[config.mk]
export PLATFORM = sky130hd
export DESIGN_NAME = if_id_queue
export DESIGN_NICKNAME = d
export VERILOG_FILES = /design/src/rtl/if_id_queue.sv
export SDC_FILE = /design/constraint.sdc
export NUM_CORES = 1
export LEC_CHECK = 0
export CAP_MARGIN = 20
export CORE_UTILIZATION = 43
export DETAILED_ROUTE_END_ITERATION = 8
export PLACE_DENSITY_LB_ADDON = 0.08
export SYNTH_ARGS = -nofsm -noshare
export SYNTH_HDL_FRONTEND = slang
export SYNTH_SLANG_ARGS = --single-unit
[constraint.sdc]
create_clock -name clk -period 3 [get_ports clk]
set_clock_uncertainty 0.1 [all_clocks]
set_input_delay 0.75 -clock clk [delete_from_list [all_inputs] [get_ports clk]]
set_output_delay 0.75 -clock clk [all_outputs]
set_load 0.05 [all_outputs]
[src/rtl/if_id_queue.sv]
// IF/ID decoupling queue: in-order {pc, instr} buffer between fetch and decode.
// Outputs come only from stored state, so IF inputs never reach ID outputs
// combinationally.
module if_id_queue #(
  parameter int unsigned     DEPTH     = 2,
  parameter int unsigned     XLEN      = 32,
  parameter logic [XLEN-1:0] NOP_INSTR = XLEN'(32'h00000013)
) (
  input  logic                       clk,
  input  logic                       rst,
  input  logic                       flush,
  input  logic                       if_valid,
  input  logic [XLEN-1:0]            if_pc,
  input  logic [XLEN-1:0]            if_instr,
  output logic                       if_ready,
  output logic                       id_valid,
  input  logic                       id_ready,
  output logic [XLEN-1:0]            id_pc,
  output logic [XLEN-1:0]            id_instr,
  output logic [$clog2(DEPTH+1)-1:0] count
);

  localparam int unsigned PTR_W = $clog2(DEPTH);
  localparam int unsigned CNT_W = $clog2(DEPTH+1);

  typedef struct packed {
    logic [XLEN-1:0] pc;
    logic [XLEN-1:0] instr;
  } entry_t;

  entry_t           mem [DEPTH];
  logic [PTR_W-1:0] wr_ptr;
  logic [PTR_W-1:0] rd_ptr;
  logic             push;
  logic             pop;
  entry_t           head;

  // Handshake qualifiers; readiness depends only on stored occupancy.
  assign if_ready = (count != CNT_W'(DEPTH));
  assign id_valid = (count != '0);
  assign push     = if_valid && if_ready;
  assign pop      = id_valid && id_ready;

  // Head presentation: the entry at rd_ptr, or a NOP bubble when empty.
  always_comb begin
    head     = mem[rd_ptr];
    id_pc    = '0;
    id_instr = NOP_INSTR;
    if (id_valid) begin
      id_pc    = head.pc;
      id_instr = head.instr;
    end
  end

  // Control state: pointers and occupancy; reset beats flush beats push/pop.
  always_ff @(posedge clk) begin
    if (rst) begin
      wr_ptr <= '0;
      rd_ptr <= '0;
      count  <= '0;
    end else if (flush) begin
      wr_ptr <= '0;
      rd_ptr <= '0;
      count  <= '0;
    end else begin
      if (push) wr_ptr <= wr_ptr + PTR_W'(1);
      if (pop)  rd_ptr <= rd_ptr + PTR_W'(1);
      case ({push, pop})
        2'b10:   count <= count + CNT_W'(1);
        2'b01:   count <= count - CNT_W'(1);
        default: count <= count;
      endcase
    end
  end

  // Entry storage: written on accepted pushes only, no reset needed.
  always_ff @(posedge clk) begin
    if (push) begin
      mem[wr_ptr] <= '{pc: if_pc, instr: if_instr};
    end
  end

endmodule

==> flow_summary.yaml <==
final_layout:
  drive_above_1_share: 0.180
  fillers: 901
  regArea_um2: 3950
  syn_to_final_growth_pct: 41.1
  post-route-util: 0.622
  multi_input_area_um2: 1020
  fin_nets: 519
  num_antenna_cells: 0
timing:
  finalSetupViolCount: 0
  tightestPinTransition_ns: 0.615
  period_minus_slack_ns: 2.83
  period_share: 0.943
  drv_slew: 0
  fin_tns_setup_ns: 0
  hold_viol: 0
  slew_headroom: 0.590
  fmax_mhz: 354
  hold_ws_ns: 0.406
  rsz0062_at_grt: "false"
critical_path:
  end_kind: "output port"
  ff2ff_path_depth: 4
  crit_required_ns: 2.15
  cp-start-kind: "flip-flop"
  critPathKind: "reg2out"
  rr_startpoint: "count[0]$_SDFFE_PP0P_"
  rrSetupSlack_ns: 0.98
  endpoint: "id_pc[10]"
  worstPathArrival_ns: 1.98
  r2r_end: "mem[0][14]$_DFFE_PP_"
  cp_max_fo: 34
synthesis:
  synth-seq-cells: 133
  synth_area_leaders: "edfxtp_1 76%, mux2i_1 13%, nor2_1 4.8%"
  ys_types: 19
  synth_nets: 366
  syn_area_per_cell_um2: 17.0
  synth_cells: 296
  synth_top_area_share: 0.763
  ys_seq_area_frac: 0.783
  synth_area_um2: 5040
  yosysTopAreaCell: "edfxtp_1"
  yosysWarnings: 0
grt:
  grt_start_max_net_pins: 35
  grtUsageTotal: 0.166
  antenna_found_initial: 0
  grt-ovfl-total: 0
  grt_pass1_wl_um: 14300
  first_global_vias: 2872
place:
  io_buffers: 136
  routabilityCongestion: 0.723
  hpwl_um: 6050
detailed_routing:
  wl_met3_um: 623
  vias_per_cell: 4.85
  avgRoutedWirePerCell_um: 16.1
  highest_layer: "met4"
  final_antenna_net_count: 0
  vias: 2937
  first_pass_iters: 4
  wirelength_um: 9750
  dr_wl_met2_um: 4890
  drcViolationCount: 0
  drt_iter0_drc: 119
  wl_met1_um: 4100
die:
  initial_core_util: 0.441
  core_area_um2: 11400
  die-area_um2: 12100
  die_h_um: 110
  die_x_um: 110
  num_rows: 39
  ios: 137
pwr:
  leakage_uw: 0.00257
  peakVddDrop_v: 0.000380
  power.density_nw_per_um2: 667
clock_network:
  clk_pin_slew_ns: 0.06
  ctsHoldBuffers: 0
  root_buffer: "clkbuf_16"
  clock_sinks: 133
  cts_buffers: 17
  clockBufferDepth: 2
  post_cts_buffers: 0
  cts_tree: "yes"
  clk-insertion-delay-late_ns: 0.40
  htreeDepth: 4
hold_path:
  min_delay_path_depth: 2
  hold_path.class: "reg2reg"
flow_run:
  max_cap_viol_count: 0
status:
  status: "finished, final reports clean"
## where the power goes
group	switching, uW	internal (uW)	leakage [uW]
clock network	734	1300	0.000277
registers	23.8	2130	0.00124
logic	350	200	0.00105
## critical path, cell delays in order, from the launching register on
cell	delay (ns)
dfxtp_4	0.47
buf_4	0.53
mux2i_1	0.25
nor2_1	0.07
buf_4	0.20
## sequential cells by signal, indices dropped and copies added, names as in the netlist, named ones only
register  count
count         2
wr_ptr        1
mem         128
rd_ptr        1
## logic make-up (layout without fill, tap and decap cells)
logic type | count (synthesis) | after routing | share of synthesized area
AO/OA/AOI/OAI | 5 | 5 | 0.00596
XOR/XNOR | 3 | 3 | 0.00522
adder cells (fa/ha/maj) | 1 | 1 | 0.00248
buffers and inverters | 16 | 181 | 0.0181
flip-flops | 133 | 133 | 0.783
multiplexers | 64 | 64 | 0.127
AND/OR/NAND/NOR | 74 | 75 | 0.0579
## layout make-up
class / instances / area share
Sequential cell: 133 / 0.556
Timing Repair Buffer: 146 / 0.190
Multi-Input combinational cell: 148 / 0.144
Clock buffer: 18 / 0.0604
Tap cell: 143 / 0.0252
Clock inverter: 14 / 0.0225
Inverter: 3 / 0.00211
## how the worst min path moves through the flow
stage                     endpoint           startpoint
3_5_place_dp             flip-flop  rd_ptr$_SDFFE_PP0P_
4_1_cts                  flip-flop  rd_ptr$_SDFFE_PP0P_
6_report       rd_ptr$_SDFFE_PP0P_  rd_ptr$_SDFFE_PP0P_
3_3_place_gp   rd_ptr$_SDFFE_PP0P_  rd_ptr$_SDFFE_PP0P_
2_1_floorplan            flip-flop  rd_ptr$_SDFFE_PP0P_
5_1_grt        rd_ptr$_SDFFE_PP0P_  rd_ptr$_SDFFE_PP0P_
## cells in the mapped netlist
| library cell | number |
|---|---|
| or3_1 | 1 |
| nor2_1 | 65 |
| edfxtp_1 | 128 |
| nand3b_1 | 1 |
| buf_4 | 6 |
| nand2_1 | 4 |
| and3_1 | 1 |
| inv_1 | 3 |
| a21bo_2 | 1 |
| ha_1 | 1 |
| xor2_1 | 2 |
| or2_2 | 1 |
| dfxtp_1 | 5 |
| xnor2_1 | 1 |
| nand2b_1 | 1 |
| o21ai_0 | 2 |
| a21oi_1 | 2 |
| mux2i_1 | 64 |
| buf_2 | 7 |
## per-layer routing
metal	track usage	vias up
li1	-	1412
met4	0.0648	0
met2	0.278	92
met5	0	-
met3	0.0600	11
met1	0.195	1422
## cells in the final DEF, fill, tap and decap left out, types with 2 or more instances in the layout
cell             Yosys  routed
a21oi_1              2       2
buf_12               0       3
buf_4                6      43
bufinv_16            0       3
clkbuf_16            0      17
clkdlybuf4s50_1      0      70
clkinv_1             0       2
clkinv_2             0       3
clkinvlp_4           0       5
dfxtp_1              5       4
dlygate4sd2_1        0      28
edfxtp_1           128     128
inv_1                3       2
mux2i_1             64      64
nand2_1              4       4
nor2_1              65      64
nor2_4               0       2
o21ai_0              2       2
xor2_1               2       2
## through the flow
step                worst slack (ns)  cell area [um2]  total power, uW  instances
global placement               0.289             6530             2750        572
detailed placement             0.242             6530             2760        572
global route                  0.0277             7100             4910        605
floorplan                     0.0891             5040             2510        296
CTS                           0.0199             7100             4790        605
finish                         0.172             7100             4740        605
## repair_timing
action,4_1_cts,5_1_grt
pin swaps,1,0
gates resized for setup,29,2
cloned,1,0
endpoints found under the setup margin,62,7
Note: power is estimated with default switching activity, not from simulation.
==> RTL change: new RTL, same settings <==
`XLEN`: 32 -> 64.
--- a/src/rtl/if_id_queue.sv
+++ b/src/rtl/if_id_queue.sv
@@ -4,5 +4,5 @@
 module if_id_queue #(
   parameter int unsigned     DEPTH     = 2,
-  parameter int unsigned     XLEN      = 32,
+  parameter int unsigned     XLEN      = 64,
   parameter logic [XLEN-1:0] NOP_INSTR = XLEN'(32'h00000013)
 ) (
Interface: changed (resized id_instr, id_pc, if_instr and if_pc); port bits go from 137 to 265. No check against the original RTL was run, so the function may have changed too.
==> RTL change against the unedited design <==
  * Sequential share of layout area down 1.0 points
  * Design area is 100% higher
  * Synthesized cell count increased by 91%
  * Total power up 86%
  * Routed wire length increased by 110%
  * Sequential cell count grew 128
  * Synthesized area grew 95%
  * Setup slack got worse by 0.011 ns
  * Largest power group unchanged
==> RTL change: results (changes against the unedited design) <==
| Metric | Value |
|---|---|
| Largest regs | mem (256), count (2) |
| Port buffer count | 264 (+94%) |
| Vias | 5585 (+90%) |
| Grt met3 use | 5.36% (-0.64 points) |
| Final WL | 20600 µm (+110%) |
| Final HPWL DP | 13500 µm (+120%) |
| CTS buffer count | 28 (+11) |
| Mapped Nets | 700 (+91%) |
| Nets | 977 (+88%) |
| GPL Wtd Cong | 0.747 (+3.2%) |
| Post-place instance area | 0.0134 mm² (+100%) |
| Worst-path maximum fanout | 18 (-47%) |
| Post-Syn Instances | 566 (+91%) |
| Largest net degree at the start of global routing | 82 (+130%) |
| Inst Count DP | 1093 (+91%) |
| M1 GR Usage | 21.6% (+2.1 points) |
| H-tree depth | 1 (-3) |
| Post-synth EDFFs | 256 (+100%) |
| Clk buf depth | 3 (+1) |
| Filler cell count | 1606 (+78%) |
| Synth top cells by count | 256 x edfxtp_1, 128 x mux2i_1, 128 x nor2_1 |
| Fmax | 352 MHz (-0.39%) |
| Ratio of cells with drive above 1 in the final layout | 21.4% (+3.4 points) |
| Register area share after synthesis | 79.4% (+1.1 points) |
| VDD IR max | 444 µV (+17%) |
| Post-CTS sizing | 0 (-100%) |
| Lkg Pwr | 4.90 nW (+91%) |
| Reg2reg setup slack | 1.20 ns (+0.22 ns) |
| Grt met2 use | 30.3% (+2.5 points) |
| First-pass GRT wire length | 31800 µm (+120%) |
| Vias in the first global route | 5872 (+100%) |
| Total GRT Usage | 17.6% (+1.0 points) |
| Worst slew pin tran | 0.560 ns (-0.0556 ns) |
| Unique cell type count in the Yosys netlist | 21 (+2) |
| Status | complete, no violations |
| Top cells by area, synth | edfxtp_1 78%, mux2i_1 13%, nor2_1 4.9%, dfxtp_1 1.0%, buf_2 0.92% |
RTL change: changes by cell type in the layout (fill, tap and decap cells not counted), moves of 11 or more:
cell and delta:
buf_12 +71, buf_4 +22, clkbuf_16 +11, clkdlybuf4s50_1 +65
dlygate4sd2_1 -28, edfxtp_1 +128, mux2i_1 +64, nor2_1 +64
RTL change: critical path, stage by stage (launching register included):
cell and delay (ns):
dfxtp_4 0.57, buf_4 0.33, mux2i_1 0.26, nor2_1 0.11, buf_12 0.17
RTL change: worst paths after layout:
| path | endpoint | depth (start not counted) |
|---|---|---|
| max | id_instr[15] | 4 |
| min | rd_ptr | 2 |
| max reg2reg | mem[0][76] | 4 |
| min reg2reg | rd_ptr | 2 |
RTL change: kinds of logic after synthesis:
logic type	share of synthesized area [%]
flip-flops	79.4
AND/OR/NAND/NOR	5.45
multiplexers	13.1
buffers and inverters	1.42
AO/OA/AOI/OAI	0.306
XOR/XNOR	0.268
adder cells (fa/ha/maj)	0.128
RTL change: cell type report:
| cell class | count | share of cell area, % |
|---|---|---|
| clock inverter | 15 | 1.27 |
| multi-input combinational | 275 | 13.3 |
| inverter | 3 | 0.105 |
| tap | 280 | 2.45 |
| clock buffer | 36 | 5.11 |
| sequential | 261 | 54.5 |
| timing repair buffer | 274 | 23.2 |
RTL change: per-stage QoR:
stage          util, %  hold slack (ns)  power, mW
6_report          64.7            0.419       8.82
3_3_place_gp      60.6            0.391       5.53
5_1_grt           64.7            0.448       9.13
3_5_place_dp      60.6            0.410       5.56
2_1_floorplan        -            0.372       4.93
4_1_cts           64.7            0.428       8.91
RTL change: report_power, final:
part / total [mW] / switching [mW] / internal (mW)
Clock: 3.35 / 1.29 / 2.06
Combinational: 1.24 / 0.717 / 0.518
Sequential: 4.23 / 0.0428 / 4.19
Total: 8.82 / 2.05 / 6.77
RTL change: metal layers:
metal  vias to the layer above  share of wire (%)
met5                         -              0.063
met1                      2696                 40
met2                       199                 50
met4                         2                1.8
li1                       2662                  -
met3                        26                7.6
